<file path="src/rtl/prev_knn_history_cache_if.sv">
// Bundles the write, parallel-read and streaming-read signals of the
// previous-KNN history cache. The master side is the surrounding
// datapath (top-K sorter, distance-compare stage, control); the slave
// side is the cache itself.
interface prev_knn_history_cache_if #(
  parameter int K       = 8,
  parameter int ENTRY_W = 48,
  parameter int N_SLOTS = 4
);
  localparam int LB_W  = $clog2(N_SLOTS);
  localparam int IDX_W = $clog2(K) + 1;
  localparam int SET_W = K * ENTRY_W;

  // Write side (top-K sorter)
  logic               wr_valid;
  logic [SET_W-1:0]   wr_data;
  logic               flush;

  // Parallel read port
  logic [LB_W-1:0]    par_lookback;
  logic [SET_W-1:0]   par_data;
  logic               par_valid;

  // Streaming read port
  logic               strm_start;
  logic [LB_W-1:0]    strm_lookback;
  logic               strm_valid;
  logic               strm_ready;
  logic [ENTRY_W-1:0] strm_data;
  logic [IDX_W-1:0]   strm_idx;
  logic               strm_last;
  logic               strm_busy;
  logic               strm_miss;

  modport master (
    output wr_valid, wr_data, flush,
    output par_lookback,
    input  par_data, par_valid,
    output strm_start, strm_lookback, strm_ready,
    input  strm_valid, strm_data, strm_idx, strm_last, strm_busy, strm_miss
  );

  modport slave (
    input  wr_valid, wr_data, flush,
    input  par_lookback,
    output par_data, par_valid,
    input  strm_start, strm_lookback, strm_ready,
    output strm_valid, strm_data, strm_idx, strm_last, strm_busy, strm_miss
  );
endinterface

</file>
<file path="src/rtl/prev_knn_history_cache.sv">
// Ring of N_SLOTS top-K result sets from the most recent queries.
// A parallel port exposes one whole set combinationally; a streaming
// port replays one set entry-by-entry from a private snapshot so that
// later writes or flushes cannot disturb a replay in flight.
module prev_knn_history_cache #(
  parameter int K       = 8,
  parameter int ENTRY_W = 48,
  parameter int N_SLOTS = 4
) (
  input logic                      clk,
  input logic                      rst_n,
  prev_knn_history_cache_if.slave  bus
);

  localparam int PTR_W = $clog2(N_SLOTS);
  localparam int CNT_W = PTR_W + 1;
  localparam int KI_W  = $clog2(K);
  localparam int SET_W = K * ENTRY_W;

  typedef enum logic {
    IDLE,
    STREAM
  } state_t;

  // Ring storage and bookkeeping
  logic [SET_W-1:0]   slot_q [N_SLOTS];
  logic [PTR_W-1:0]   wr_ptr_q;
  logic [CNT_W-1:0]   count_q;

  // Replay state
  state_t             state_q;
  state_t             state_d;
  logic [ENTRY_W-1:0] snap_q [K];
  logic [KI_W-1:0]    idx_q;
  logic               miss_q;

  // Derived selects and handshake terms
  logic [PTR_W-1:0]   par_sel;
  logic [PTR_W-1:0]   strm_sel;
  logic [SET_W-1:0]   strm_src;
  logic               strm_hit;
  logic               start_ok;
  logic               start_miss;
  logic               streaming;
  logic               at_last;
  logic               xfer;

  // Lookback 0 is the slot just behind the write pointer; the modular
  // subtraction relies on N_SLOTS being a power of two.
  assign par_sel  = wr_ptr_q - PTR_W'(1) - bus.par_lookback;
  assign strm_sel = wr_ptr_q - PTR_W'(1) - bus.strm_lookback;
  assign strm_src = slot_q[strm_sel];

  // A lookback is reachable only if that many sets were written since
  // the last flush (count saturates at N_SLOTS).
  assign strm_hit   = {1'b0, bus.strm_lookback} < count_q;
  assign streaming  = (state_q == STREAM);
  assign start_ok   = (state_q == IDLE) && bus.strm_start && strm_hit;
  assign start_miss = (state_q == IDLE) && bus.strm_start && !strm_hit;
  assign at_last    = (idx_q == KI_W'(K - 1));
  assign xfer       = streaming && bus.strm_ready;

  // Ring write, pointer advance and saturating occupancy count.
  // Flush only clears the count; a simultaneous write lands on top of
  // the flush, so the new set becomes the sole reachable entry.
  always_ff @(posedge clk or negedge rst_n) begin
    if (!rst_n) begin
      // NOTE: the slot array is reset on purpose so that the parallel
      // port never exposes X data, even though par_valid gates it.
      for (int s = 0; s < N_SLOTS; s++) begin
        slot_q[s] <= '0;
      end
      wr_ptr_q <= '0;
      count_q  <= '0;
    end else begin
      // NOTE: all state updates use non-blocking assignments so every
      // register samples pre-edge values, which is what makes the
      // same-cycle start/write case read the previous set.
      if (bus.wr_valid) begin
        slot_q[wr_ptr_q] <= bus.wr_data;
        wr_ptr_q         <= wr_ptr_q + PTR_W'(1);
      end
      if (bus.flush) begin
        count_q <= bus.wr_valid ? CNT_W'(1) : '0;
      end else if (bus.wr_valid && (count_q != CNT_W'(N_SLOTS))) begin
        count_q <= count_q + CNT_W'(1);
      end
    end
  end

  // Parallel port: pure function of registered state, zero latency.
  assign bus.par_data  = slot_q[par_sel];
  assign bus.par_valid = {1'b0, bus.par_lookback} < count_q;

  // Replay FSM state register.
  always_ff @(posedge clk or negedge rst_n) begin
    if (!rst_n) begin
      state_q <= IDLE;
    end else begin
      state_q <= state_d;
    end
  end

  // Replay FSM next state: a hit launches a replay, the final accepted
  // entry ends it; starts during a replay are ignored.
  always_comb begin
    // NOTE: default first so every path assigns state_d and no latch
    // is inferred.
    state_d = state_q;
    unique case (state_q)
      IDLE:    if (start_ok)        state_d = STREAM;
      STREAM:  if (xfer && at_last) state_d = IDLE;
      default: state_d = IDLE;
    endcase
  end

  // Snapshot capture, entry index advance and registered miss pulse.
  always_ff @(posedge clk or negedge rst_n) begin
    if (!rst_n) begin
      for (int e = 0; e < K; e++) begin
        snap_q[e] <= '0;
      end
      idx_q  <= '0;
      miss_q <= 1'b0;
    end else begin
      miss_q <= start_miss;
      if (start_ok) begin
        for (int e = 0; e < K; e++) begin
          snap_q[e] <= strm_src[e*ENTRY_W +: ENTRY_W];
        end
        idx_q <= '0;
      end else if (xfer && !at_last) begin
        idx_q <= idx_q + KI_W'(1);
      end
    end
  end

  // Streaming outputs; everything is held while strm_ready is low
  // because idx_q and the snapshot only move on a transfer or a start.
  assign bus.strm_valid = streaming;
  assign bus.strm_busy  = streaming;
  assign bus.strm_data  = snap_q[idx_q];
  assign bus.strm_idx   = {1'b0, idx_q};
  assign bus.strm_last  = streaming && at_last;
  assign bus.strm_miss  = miss_q;

endmodule

</file>
<file path="src/flat_wrapper.sv">
// flat-port wrapper written by rule: the top's interface ports become plain ports
module prev_knn_history_cache_flat 
#(
  parameter int K       = 8,
  parameter int ENTRY_W = 48,
  parameter int N_SLOTS = 4
)
  (clk, rst_n, bus_wr_valid, bus_wr_data, bus_flush, bus_par_lookback, bus_par_data, bus_par_valid, bus_strm_start, bus_strm_lookback, bus_strm_ready, bus_strm_valid, bus_strm_data, bus_strm_idx, bus_strm_last, bus_strm_busy, bus_strm_miss);
  prev_knn_history_cache_if #(.K(K), .ENTRY_W(ENTRY_W), .N_SLOTS(N_SLOTS)) bus_i ();
  input logic clk;
  input logic rst_n;
  input wire logic [$bits(bus_i.wr_valid)-1:0] bus_wr_valid;
  input wire logic [$bits(bus_i.wr_data)-1:0] bus_wr_data;
  input wire logic [$bits(bus_i.flush)-1:0] bus_flush;
  input wire logic [$bits(bus_i.par_lookback)-1:0] bus_par_lookback;
  output wire logic [$bits(bus_i.par_data)-1:0] bus_par_data;
  output wire logic [$bits(bus_i.par_valid)-1:0] bus_par_valid;
  input wire logic [$bits(bus_i.strm_start)-1:0] bus_strm_start;
  input wire logic [$bits(bus_i.strm_lookback)-1:0] bus_strm_lookback;
  input wire logic [$bits(bus_i.strm_ready)-1:0] bus_strm_ready;
  output wire logic [$bits(bus_i.strm_valid)-1:0] bus_strm_valid;
  output wire logic [$bits(bus_i.strm_data)-1:0] bus_strm_data;
  output wire logic [$bits(bus_i.strm_idx)-1:0] bus_strm_idx;
  output wire logic [$bits(bus_i.strm_last)-1:0] bus_strm_last;
  output wire logic [$bits(bus_i.strm_busy)-1:0] bus_strm_busy;
  output wire logic [$bits(bus_i.strm_miss)-1:0] bus_strm_miss;
  assign bus_i.wr_valid = bus_wr_valid;
  assign bus_i.wr_data = bus_wr_data;
  assign bus_i.flush = bus_flush;
  assign bus_i.par_lookback = bus_par_lookback;
  assign bus_par_data = bus_i.par_data;
  assign bus_par_valid = bus_i.par_valid;
  assign bus_i.strm_start = bus_strm_start;
  assign bus_i.strm_lookback = bus_strm_lookback;
  assign bus_i.strm_ready = bus_strm_ready;
  assign bus_strm_valid = bus_i.strm_valid;
  assign bus_strm_data = bus_i.strm_data;
  assign bus_strm_idx = bus_i.strm_idx;
  assign bus_strm_last = bus_i.strm_last;
  assign bus_strm_busy = bus_i.strm_busy;
  assign bus_strm_miss = bus_i.strm_miss;
  prev_knn_history_cache #(.K(K), .ENTRY_W(ENTRY_W), .N_SLOTS(N_SLOTS)) u_core (.clk(clk), .rst_n(rst_n), .bus(bus_i));
endmodule
</file>
<file path="config.mk">
export PLATFORM = sky130hd
export DESIGN_NAME = prev_knn_history_cache_flat
export DESIGN_NICKNAME = d
export VERILOG_FILES = /design/src/rtl/prev_knn_history_cache_if.sv /design/src/rtl/prev_knn_history_cache.sv /design/src/flat_wrapper.sv
export SDC_FILE = /design/constraint.sdc
export NUM_CORES = 2
export LEC_CHECK = 0
export BUFFER_PORTS_ARGS = -buffer_cell sky130_fd_sc_hd__clkbuf_2
export CAP_MARGIN = 20
export CORE_ASPECT_RATIO = 1.75
export CORE_UTILIZATION = 30
export DETAILED_ROUTE_END_ITERATION = 6
export GPL_TIMING_DRIVEN = 0
export PLACE_DENSITY = 0.44
export SETUP_SLACK_MARGIN = 0.15
export SYNTH_ARGS = -nofsm -noshare
export SYNTH_HDL_FRONTEND = slang
export SYNTH_SLANG_ARGS = --single-unit
</file>
<file path="constraint.sdc">
create_clock -name clk -period 2.2 [get_ports clk]
set_clock_uncertainty 0.05 [all_clocks]
set_input_delay 0.22 -clock clk [delete_from_list [all_inputs] [get_ports clk]]
set_output_delay 0.22 -clock clk [all_outputs]
set_load 0.03 [all_outputs]
</file>
==> results.tsv <==
stage	metric	value	unit
run_status	outcome	finished, violations left	
run_status	violations	setup timing	
critical_path	cp.arrival	3240	ps
grt	grt_overflow	0	
routing	drt_iter0_drc	2801	
place	port_buffers	833	
logic_synthesis	synthAdderAreaFrac	0.156	%
place	routabilityCongestion	0.811	
logic_synthesis	synth_flop_cell	dfrtp_1	
logic_synthesis	syn_area	0.0962	mm²
final_layout	layout-drive-gt1-share	53.2	%
clock_network	cts.htree.levels	4	
critical_path	path_class	flip-flop to primary output	
logic_synthesis	synthMuxAreaShare	46.4	%
logic_synthesis	synth_warnings	0	
critical_path	cp_top_family	buffers and inverters	
logic_synthesis	synth-seq-cells	1930	
critical_path	path_cells	ha_4 -> xor2_4 -> xnor2_4 -> buf_12 -> buf_12 -> buf_16 -> buf_12 -> mux4_2 -> buf_8	
floorplan	die_x	430	µm
critical_path	cp_max_fo	8	
logic_synthesis	synthXorXnorAreaFrac	0.0611	%
sta	maxSlewHeadroom	32.9	%
logic_synthesis	synthArstFlopShare	100	%
logic_synthesis	syn_avg_cell_area	15.9	µm²
final_layout	syn2layout_area_growth	27.7	%
grt	antenna_found_initial	121	
sta	fmax	285	MHz
critical_path	max_stage_delay	430	ps
sta	slew_violations	0	
logic_synthesis	yosys-top-cells-area	dfrtp_1 50%, mux2_2 23%, mux2i_1 12%, mux4_2 11%, buf_2 1.4%	
sta	post-route-period-util	159	%
clock_network	numCtsBuffers	213	
logic_synthesis	yosysUniqueCellTypes	32	
critical_path	critPathMostFrequentCell	buf_12	
floorplan	io_pins	835	
floorplan	die-area	0.323	mm²
logic_synthesis	synth_cells	6039	
clock_network	cts_root_buffer	clkbuf_16	
logic_synthesis	synth_top_area_share	50.2	%
critical_path	timing.critical_path.buf_inv	5	
floorplan	core	0.318	mm²
sta	hold_viol	0	
floorplan	die_y	751	µm
floorplan	start_util	30.2	%
run	maxCapViolCount	0	
routing	vias_per_cell	5.05	
logic_synthesis	synth_enable_flop_cells	0	
clock_network	cts_tree	yes	
sta	setup_tns	-2315690	ps
logic_synthesis	synth-simple-area-share	0.0937	%
sta	finalSetupViolations	3203	
sta	worst_slew_pin_slew	1010	ps
place	pre_cts_slack	-2720	ps
sta	grt_setup_unrepaired	yes	
clock_network	clk_pin_slew	60	ps
clock_network	clock_path_buffers	4	
grt	grt_pass1_wl	529000	µm
logic_synthesis	yosys-top-cells-count	1,936 x mux2_2, 1,930 x dfrtp_1, 1,152 x mux2i_1	
clock_network	clk_latency	910	ps
clock_network	cts_num_sinks	1930	
logic_synthesis	synth_top_family_by_area	multiplexers	
logic_synthesis	yosysMostFrequentCell	mux2_2	
sta	min_period	3510	ps
hold_path	hp-class	input pin to flip-flop	
critical_path	crit_path_start_kind	flip-flop	
grt	track_usage	23.2	%
routing	antenna_left	0	
routing	route.detailed.drc	0	
routing	first_pass_iters	5	
final_layout	nets	8014	
sta	whs	96.5	ps
critical_path	cp.required	1930	ps
logic_synthesis	syn-num-nets	6445	
routing	wl_per_cell	32.3	µm
grt	grt_max_degree	115	
floorplan	row_count	274	
sta	setup_ws	-1310	ps
logic_synthesis	ys_seq_area_share	50.2	%
critical_path	crit_slowest_cell	dfrtp_2	
logic_synthesis	yosysTopAreaCell	dfrtp_1	
logic_synthesis	synth_compound_area_share	0.0741	%
routing	vias	60400	
critical_path	cp-end-kind	primary output	
routing	routed_wl	386000	µm
grt	grt_pass1_vias	65800	
place	dp_hpwl	288000	µm
-- layout make-up --
type | instances | area, µm²
fill | 30200 | 196000
multi-input combinational | 3649 | 45200
tap | 4140 | 5180
clock buffer | 319 | 6310
sequential | 1930 | 48300
buffer | 455 | 4410
antenna | 44 | 110
inverter | 5 | 21.3
clock inverter | 61 | 860
timing repair buffer | 1354 | 12400
-- worst paths after layout --
path,start,endpoint,slack (ps),cells after the start
min,bus_wr_data[379],u_core.slot_q[379]$_DFFE_PN0P_,100,3
min reg2reg,u_core.snap_q[273]$_DFFE_PN0P_,u_core.snap_q[273]$_DFFE_PN0P_,450,1
min in group asynchronous,rst_n,u_core.slot_q[1302]$_DFFE_PN0P_,510,3
max in group asynchronous,rst_n,u_core.slot_q[1420]$_DFFE_PN0P_,-1030,7
max,u_core.wr_ptr_q[0]$_DFFE_PN0P_,bus_par_data[353],-1310,9
max reg2reg,u_core.wr_ptr_q[0]$_DFFE_PN0P_,u_core.snap_q[109]$_DFFE_PN0P_,-1010,9
-- layer usage --
metal  global-route usage (%)  wire, µm  vias to the layer above
li1                         -         -                    26000
met1                     27.6    152000                    32500
met2                     41.9    201000                     1383
met3                     4.61     19800                      482
met4                     6.87     12700                       62
met5                        0       376                        -
-- placed cells by master, fill, tap and decap left out, types with 3 or more instances in the layout --
cell type,count
dfrtp_1,1926
mux2_2,1900
mux2i_1,1148
clkbuf_2,565
mux4_2,481
dlygate4sd3_1,414
clkbuf_16,253
buf_2,188
clkbuf_8,147
buf_4,126
buf_12,105
clkbuf_1,91
buf_6,77
mux2_4,68
buf_8,66
diode_2,44
buf_16,44
clkbuf_4,43
clkinv_2,29
bufinv_16,19
ha_1,10
buf_1,8
nand2_1,7
inv_1,4
mux2i_2,4
nor2_1,4
dfrtp_2,4
o21ai_0,3
inv_6,3
clkinvlp_4,3
clkinv_4,3
clkinv_8,3
-- cells by family (layout without fill, tap and decap cells) --
group / count (synthesis) / in the layout
simple gates: 19 / 19
flops: 1930 / 1930
buf+inv: 460 / 2194
fa+ha+maj: 12 / 12
compound gates: 11 / 11
xor+xnor: 5 / 5
other cells: 1 / 45
mux: 3601 / 3601
-- timing repair --
item,in CTS,in global routing
hold endpoints to repair,2002,508
pin swaps,4,1
resized for setup,523,426
setup buffers,29,6
gates cloned,14,30
endpoints found under the setup margin,3041,2973
hold buffers,408,7
-- through the flow --
stage,area (µm²),utilization (%),cells
floorplan,97000,-,6039
global placement,106000,33.4,11000
detailed placement,107000,33.6,11000
CTS,121000,38.1,11900
global route,123000,38.5,11900
finish,123000,38.6,12000
-- sequential cells by signal, summed over array words and instances (netlist names) --
name and cells:
u_core.bus.strm_busy 1, u_core.bus.strm_miss 1, u_core.count_q 3, u_core.idx_q 3, u_core.slot_q 1536, u_core.snap_q 384
u_core.wr_ptr_q 2
-- worst register-to-register path, delay by kind of cell, from the launching register on --
kind | cells | cell delay, ps
buffers and inverters | 5 | 1620
flip-flops | 1 | 430
adder cells (fa/ha/maj) | 1 | 260
multiplexers | 3 | 740
Power is not shown: default switching activity piles up to over one toggle a cycle in this logic, so the estimate is an artifact.
